File: config.mk
export PLATFORM = sky130hd
export DESIGN_NAME = mv_job_scheduler
export DESIGN_NICKNAME = d
export VERILOG_FILES = /design/src/rtl/mv_sched_pkg.sv /design/src/rtl/mv_cmd_fifo.sv /design/src/rtl/mv_job_scheduler.sv
export SDC_FILE = /design/constraint.sdc
export NUM_CORES = 1
export LEC_CHECK = 0
export CAP_MARGIN = 20
export CORE_MARGIN = 2
export CORE_UTILIZATION = 50
export DETAILED_ROUTE_END_ITERATION = 10
export PLACE_DENSITY_LB_ADDON = 0.25
export SLEW_MARGIN = 25
export SYNTH_ARGS = -nofsm -noshare
export SYNTH_HDL_FRONTEND = slang
export SYNTH_SLANG_ARGS = --single-unit
File: constraint.sdc
create_clock -name aclk -period 4.3 [get_ports aclk]
set_input_delay 0.86 -clock aclk [delete_from_list [all_inputs] [get_ports aclk]]
set_output_delay 0.86 -clock aclk [all_outputs]
set_load 0.01 [all_outputs]
File: src/rtl/mv_sched_pkg.sv
// Shared types and constants for the matrix-vector job scheduler.
// State encoding, completion status codes and descriptor sizing live here.
package mv_sched_pkg;

    typedef enum logic [2:0] {
        S_IDLE    = 3'd0,
        S_ISSUE   = 3'd1,
        S_WAIT    = 3'd2,
        S_CPL     = 3'd3,
        S_RECOVER = 3'd4
    } state_t;

    localparam logic [1:0] ST_OK      = 2'd0;
    localparam logic [1:0] ST_TIMEOUT = 2'd1;

    localparam int DEF_ADDR_W = 32;
    localparam int DEF_TAG_W  = 4;
    localparam int STATUS_W   = 2;

    // Descriptor layout is {vec_base, mat_base, out_base, tag}.
    function automatic int desc_width(input int addr_w, input int tag_w);
        return 3 * addr_w + tag_w;
    endfunction

endpackage

File: src/rtl/mv_cmd_fifo.sv
// Synchronous command FIFO with wrap-bit pointers; the head entry is
// presented combinationally so the scheduler can pop it in the same cycle.
module mv_cmd_fifo #(
    parameter int WIDTH = 100,
    parameter int AW    = 2
) (
    input  logic             aclk,
    input  logic             aresetn,
    input  logic             push,
    input  logic [WIDTH-1:0] push_data,
    input  logic             pop,
    output logic [WIDTH-1:0] pop_data,
    output logic             full,
    output logic             empty
);

    localparam int DEPTH = 1 << AW;

    logic [WIDTH-1:0] mem [DEPTH];
    logic [AW:0]      wr_ptr_q;
    logic [AW:0]      rd_ptr_q;
    logic             do_push;
    logic             do_pop;

    assign full     = (wr_ptr_q[AW] != rd_ptr_q[AW]) &&
                      (wr_ptr_q[AW-1:0] == rd_ptr_q[AW-1:0]);
    assign empty    = (wr_ptr_q == rd_ptr_q);
    assign do_push  = push && !full;
    assign do_pop   = pop && !empty;
    assign pop_data = mem[rd_ptr_q[AW-1:0]];

    always_ff @(posedge aclk) begin
        if (!aresetn) begin
            wr_ptr_q <= '0;
            rd_ptr_q <= '0;
        end else begin
            if (do_push) wr_ptr_q <= wr_ptr_q + 1'b1;
            if (do_pop)  rd_ptr_q <= rd_ptr_q + 1'b1;
        end
    end

    // Storage needs no reset: an entry is only read after it has been written.
    always_ff @(posedge aclk) begin
        if (do_push) mem[wr_ptr_q[AW-1:0]] <= push_data;
    end

endmodule

File: src/rtl/mv_job_scheduler.sv
// Queues matrix-vector job descriptors and runs them one at a time on the
// PE-array engine, with a watchdog, recovery reset and completion handshake.
module mv_job_scheduler
    import mv_sched_pkg::*;
#(
    parameter int ADDR_W      = DEF_ADDR_W,
    parameter int TAG_W       = DEF_TAG_W,
    parameter int FIFO_AW     = 2,
    parameter int TIMEOUT_CYC = 65535,
    parameter int RECOVER_CYC = 8
) (
    input  logic                aclk,
    input  logic                aresetn,
    input  logic                cmd_valid,
    output logic                cmd_ready,
    input  logic [ADDR_W-1:0]   cmd_vec_base,
    input  logic [ADDR_W-1:0]   cmd_mat_base,
    input  logic [ADDR_W-1:0]   cmd_out_base,
    input  logic [TAG_W-1:0]    cmd_tag,
    output logic                arr_start,
    input  logic                arr_done,
    output logic [ADDR_W-1:0]   arr_vec_base,
    output logic [ADDR_W-1:0]   arr_mat_base,
    output logic [ADDR_W-1:0]   arr_out_base,
    output logic                arr_rst_n,
    output logic                cpl_valid,
    input  logic                cpl_ready,
    output logic [TAG_W-1:0]    cpl_tag,
    output logic [STATUS_W-1:0] cpl_status,
    output logic                busy,
    output logic                irq,
    output logic [31:0]         jobs_done
);

    localparam int DESC_W = desc_width(ADDR_W, TAG_W);
    localparam int WD_W   = $clog2(TIMEOUT_CYC + 1);
    localparam int RC_W   = $clog2(RECOVER_CYC + 1);

    state_t              state_q;
    state_t              state_d;
    logic                fifo_full;
    logic                fifo_empty;
    logic                fifo_push;
    logic                fifo_pop;
    logic [DESC_W-1:0]   fifo_wdata;
    logic [DESC_W-1:0]   fifo_rdata;
    logic [WD_W-1:0]     wdog_q;
    logic [RC_W-1:0]     rec_q;
    logic [TAG_W-1:0]    tag_q;
    logic [STATUS_W-1:0] status_q;
    logic                cpl_seen_q;

    assign cmd_ready  = !fifo_full;
    assign fifo_push  = cmd_valid && cmd_ready;
    assign fifo_wdata = {cmd_vec_base, cmd_mat_base, cmd_out_base, cmd_tag};

    mv_cmd_fifo #(
        .WIDTH (DESC_W),
        .AW    (FIFO_AW)
    ) u_cmd_fifo (
        .aclk      (aclk),
        .aresetn   (aresetn),
        .push      (fifo_push),
        .push_data (fifo_wdata),
        .pop       (fifo_pop),
        .pop_data  (fifo_rdata),
        .full      (fifo_full),
        .empty     (fifo_empty)
    );

    always_ff @(posedge aclk) begin
        if (!aresetn) state_q <= S_IDLE;
        else          state_q <= state_d;
    end

    // A done pulse and an expiring watchdog in the same cycle resolve to OK.
    always_comb begin
        state_d   = state_q;
        fifo_pop  = 1'b0;
        arr_start = 1'b0;
        arr_rst_n = 1'b1;
        cpl_valid = 1'b0;
        case (state_q)
            S_IDLE: begin
                if (!fifo_empty) begin
                    fifo_pop = 1'b1;
                    state_d  = S_ISSUE;
                end
            end
            S_ISSUE: begin
                arr_start = 1'b1;
                state_d   = S_WAIT;
            end
            S_WAIT: begin
                if (arr_done)            state_d = S_CPL;
                else if (wdog_q == '0)   state_d = S_RECOVER;
            end
            S_RECOVER: begin
                arr_rst_n = 1'b0;
                if (rec_q == '0) state_d = S_CPL;
            end
            S_CPL: begin
                cpl_valid = 1'b1;
                if (cpl_ready) state_d = S_IDLE;
            end
            default: state_d = S_IDLE;
        endcase
    end

    always_ff @(posedge aclk) begin
        if (!aresetn) begin
            arr_vec_base <= '0;
            arr_mat_base <= '0;
            arr_out_base <= '0;
            tag_q        <= '0;
            status_q     <= ST_OK;
            wdog_q       <= '0;
            rec_q        <= '0;
            jobs_done    <= '0;
            cpl_seen_q   <= 1'b0;
        end else begin
            cpl_seen_q <= (state_q == S_CPL);
            if (fifo_pop)
                {arr_vec_base, arr_mat_base, arr_out_base, tag_q} <= fifo_rdata;
            case (state_q)
                S_ISSUE: wdog_q <= WD_W'(TIMEOUT_CYC);
                S_WAIT: begin
                    if (arr_done) begin
                        status_q <= ST_OK;
                    end else if (wdog_q == '0) begin
                        status_q <= ST_TIMEOUT;
                        rec_q    <= RC_W'(RECOVER_CYC - 1);
                    end else begin
                        wdog_q <= wdog_q - 1'b1;
                    end
                end
                S_RECOVER: if (rec_q != '0) rec_q <= rec_q - 1'b1;
                S_CPL:     if (cpl_ready) jobs_done <= jobs_done + 32'd1;
                default: ;
            endcase
        end
    end

    assign cpl_tag    = tag_q;
    assign cpl_status = status_q;
    assign irq        = (state_q == S_CPL) && !cpl_seen_q;
    assign busy       = !fifo_empty || (state_q != S_IDLE);

endmodule

==> results.yml <==
grt:
  globalRouteOverflowTotal: 0
  antenna_found_initial: 10
  grt_use_total_pct: 20.9
  grt_max_degree: 103
  first_global_vias: 12084
  grt_pass1_wl_um: 69700
floorplan:
  std_cell_rows: 75
  die_area_um2: 43800
  die_w_um: 209
  dieHeight_um: 209
  start_util_pct: 50.4
  core_area_um2: 41800
  pin_count: 245
placement:
  io_buffers: 243
  dpl.hpwl_um: 27000
  gp_congestion: 0.839
worst_setup_path:
  endpoint_kind: "output port"
  path_depth: 3
  critPathKind: "register to output port"
  critical_path_buf_inv_count: 2
  crit_chain: "nand2_1 -> inv_1 -> clkdlybuf4s50_1"
  arrival_ps: 2460
  critPathLaunch: "state_q[0]"
  endpoint: "arr_start"
  crit_slowest_cell: "dfxtp_1"
  critPathMaxFanout: 15
  cpPeakStageDelay_ps: 600
  critPathTopFamily: "buffers and inverters"
  worst_setup_path_start_kind: "register"
  worst-r2r-setup-slack_ps: 1680
  worst_r2r_endpoint: "u_cmd_fifo.mem[0][80]"
  required_ps: 3440
  r2r-start: "u_cmd_fifo.wr_ptr_q[1]"
  worst_r2r_path_depth: 4
logic_synthesis:
  ys_ff_latch: 563
  synth_cell_types: 54
  yosysTopAreaCellShare_pct: 57.1
  synthTopCellsByArea: "edfxtp_1 57%, dfxtp_1 15%, mux4_2 11%"
  ys_warn_count: 0
  ys_async_sr_fraction_pct: 0
  yosys.area.top_type: "edfxtp_1"
  synth_edf_count: 400
  dominantRegCellSynth: "edfxtp_1"
  ys_seq_area_share_pct: 72.6
  avgSynthCellArea_um2: 15.8
  syn_nets: 1447
  syn-cell-area_um2: 21100
  synth_cells: 1334
power_and_ir_drop:
  irDropWorstVdd_mv: 0.482
  p_per_area_nw_per_um2: 620
  power_leakage_nw: 8.54
drt:
  wl_um: 45300
  ant_nets: 0
  wire_per_inst_um: 20.9
  first_iter_violations: 921
  drc_errors: 0
  avgViaCountPerCell: 5.51
  first_pass_iters: 7
  via_count: 11982
layout:
  nets: 1694
  syn_to_final_growth_pct: 23.6
  drive_gt1_share_pct: 13.6
  layout_common_cells: "400 x edfxtp_1, 243 x clkdlybuf4s50_1, 224 x nand2_1"
  final_common_cell: "edfxtp_1"
sta:
  tightest_slew_ps: 983
  max_slew_margin_pct: 34.5
  fin_crit_sh_pct: 77.3
  rsz0062_at_grt: "false"
  period_minus_slack_ps: 3320
  fmax_ghz: 0.301
  hold-worst-slack_ps: 452
  finalSetupTns_ps: 0
  finalSetupViolCount: 0
  hold_viol_final: 0
  slew_viol_final: 0
  finClkSkew_ps: 16.9
clock_tree:
  clk_latency_ps: 600
  clkTransAtPathRegs_ps: 60
  cts_root_buffer: "clkbuf_16"
  cts_buffers: 56
  cts_buffer_depth: 3
  cts_tree: "yes"
  hold_buffers: 0
  numClockSinks: 563
  cts_resized: 0
  cts_htree_levels: 2
  post_cts.repair.setup_buffers: 0
worst_hold_path:
  hold_class: "register to register"
outcome:
  outcome: "finished, final reports clean"
flow_run:
  drv_cap: 0
## power breakdown
| part | switching [W] | leakage [nW] | internal [W] | total [W] |
|---|---|---|---|---|
| Combinational | 0.00235 | 2.64 | 0.00203 | 0.00438 |
| Clock | 0.00198 | 0.893 | 0.00286 | 0.00483 |
| Sequential | 0.000422 | 5.00 | 0.00649 | 0.00691 |
| Total | 0.00475 | 8.54 | 0.0114 | 0.0161 |
## layout make-up
class,instances,area [µm²]
fillers,3071,15700
flip-flops and latches,563,15300
multi-input cells,684,5460
repair buffers,262,2700
clock buffers,77,1540
well taps,539,674
clock inverters,27,283
inverters,14,57.6
diodes,7,17.5
## per-stage QoR
step / utilization (%) / setup slack, ps / power [W] / area, µm² / instances
after floorplan: - / 198 / 0.00969 / 21100 / 1334
after global placement: 57.9 / 963 / 0.0114 / 24200 / 2062
after detailed placement: 57.9 / 943 / 0.0115 / 24200 / 2062
after CTS: 62.3 / 934 / 0.0163 / 26000 / 2166
after global routing: 62.3 / 808 / 0.0169 / 26000 / 2170
final: 62.3 / 977 / 0.0161 / 26000 / 2173
## worst min-delay path by stage
stage | startpoint | end | cells past startpoint
floorplan | wdog_q[13] | wdog_q[13] | 1
global placement | arr_vec_base[26] | arr_vec_base[26] | 2
detailed placement | arr_vec_base[21] | arr_vec_base[21] | 2
CTS | arr_vec_base[21] | arr_vec_base[21] | 2
global route | arr_vec_base[21] | arr_vec_base[21] | 2
finish | arr_vec_base[21] | arr_vec_base[21] | 2
## state kept, by name, summed over array words and instances, names as in the netlist, 4 cells and up
signal,cells
u_cmd_fifo.mem,400
arr_mat_base,32
arr_out_base,32
arr_vec_base,32
jobs_done,32
wdog_q,16
cpl_tag,4
rec_q,4
## cell usage after synthesis, types with 7 or more instances
cell,instances
edfxtp_1,400
nand2_1,225
dfxtp_1,163
a21oi_1,128
mux4_2,100
nor2_1,48
clkbuf_1,46
xor2_1,25
buf_2,21
xnor2_1,20
nand3_1,15
inv_1,14
nand4_1,10
ha_1,8
o21ai_0,8
and3_1,7
and4_1,7
nor3_1,7
nor4_1,7
o211ai_1,7
## cells by family after synthesis
kind of cell,Yosys count,share of synthesized area [%]
adders and majority gates,8,0.475
DFF,563,72.6
muxes,104,10.9
AOI/OAI and AO/OA,164,4.34
buffers and inverters,87,1.69
other,1,0.0178
xor gates and xnor gates,45,1.87
and+or+nand+nor,362,8.16
## worst register-to-register path: stages (launching register included)
cell     delay, ps
dfxtp_1        420
xnor2_1        210
a31oi_1        660
and2_4         560
buf_4          430
## routing by layer
layer	share of wire, %	up-vias	global-route usage, %
li1	-	5542	-
met1	43	6053	28.7
met2	49	323	33.8
met3	5.8	56	4.36
met4	1.9	8	7.12
met5	0.12	-	0
No activity file was read; power rests on OpenSTA's default activity.
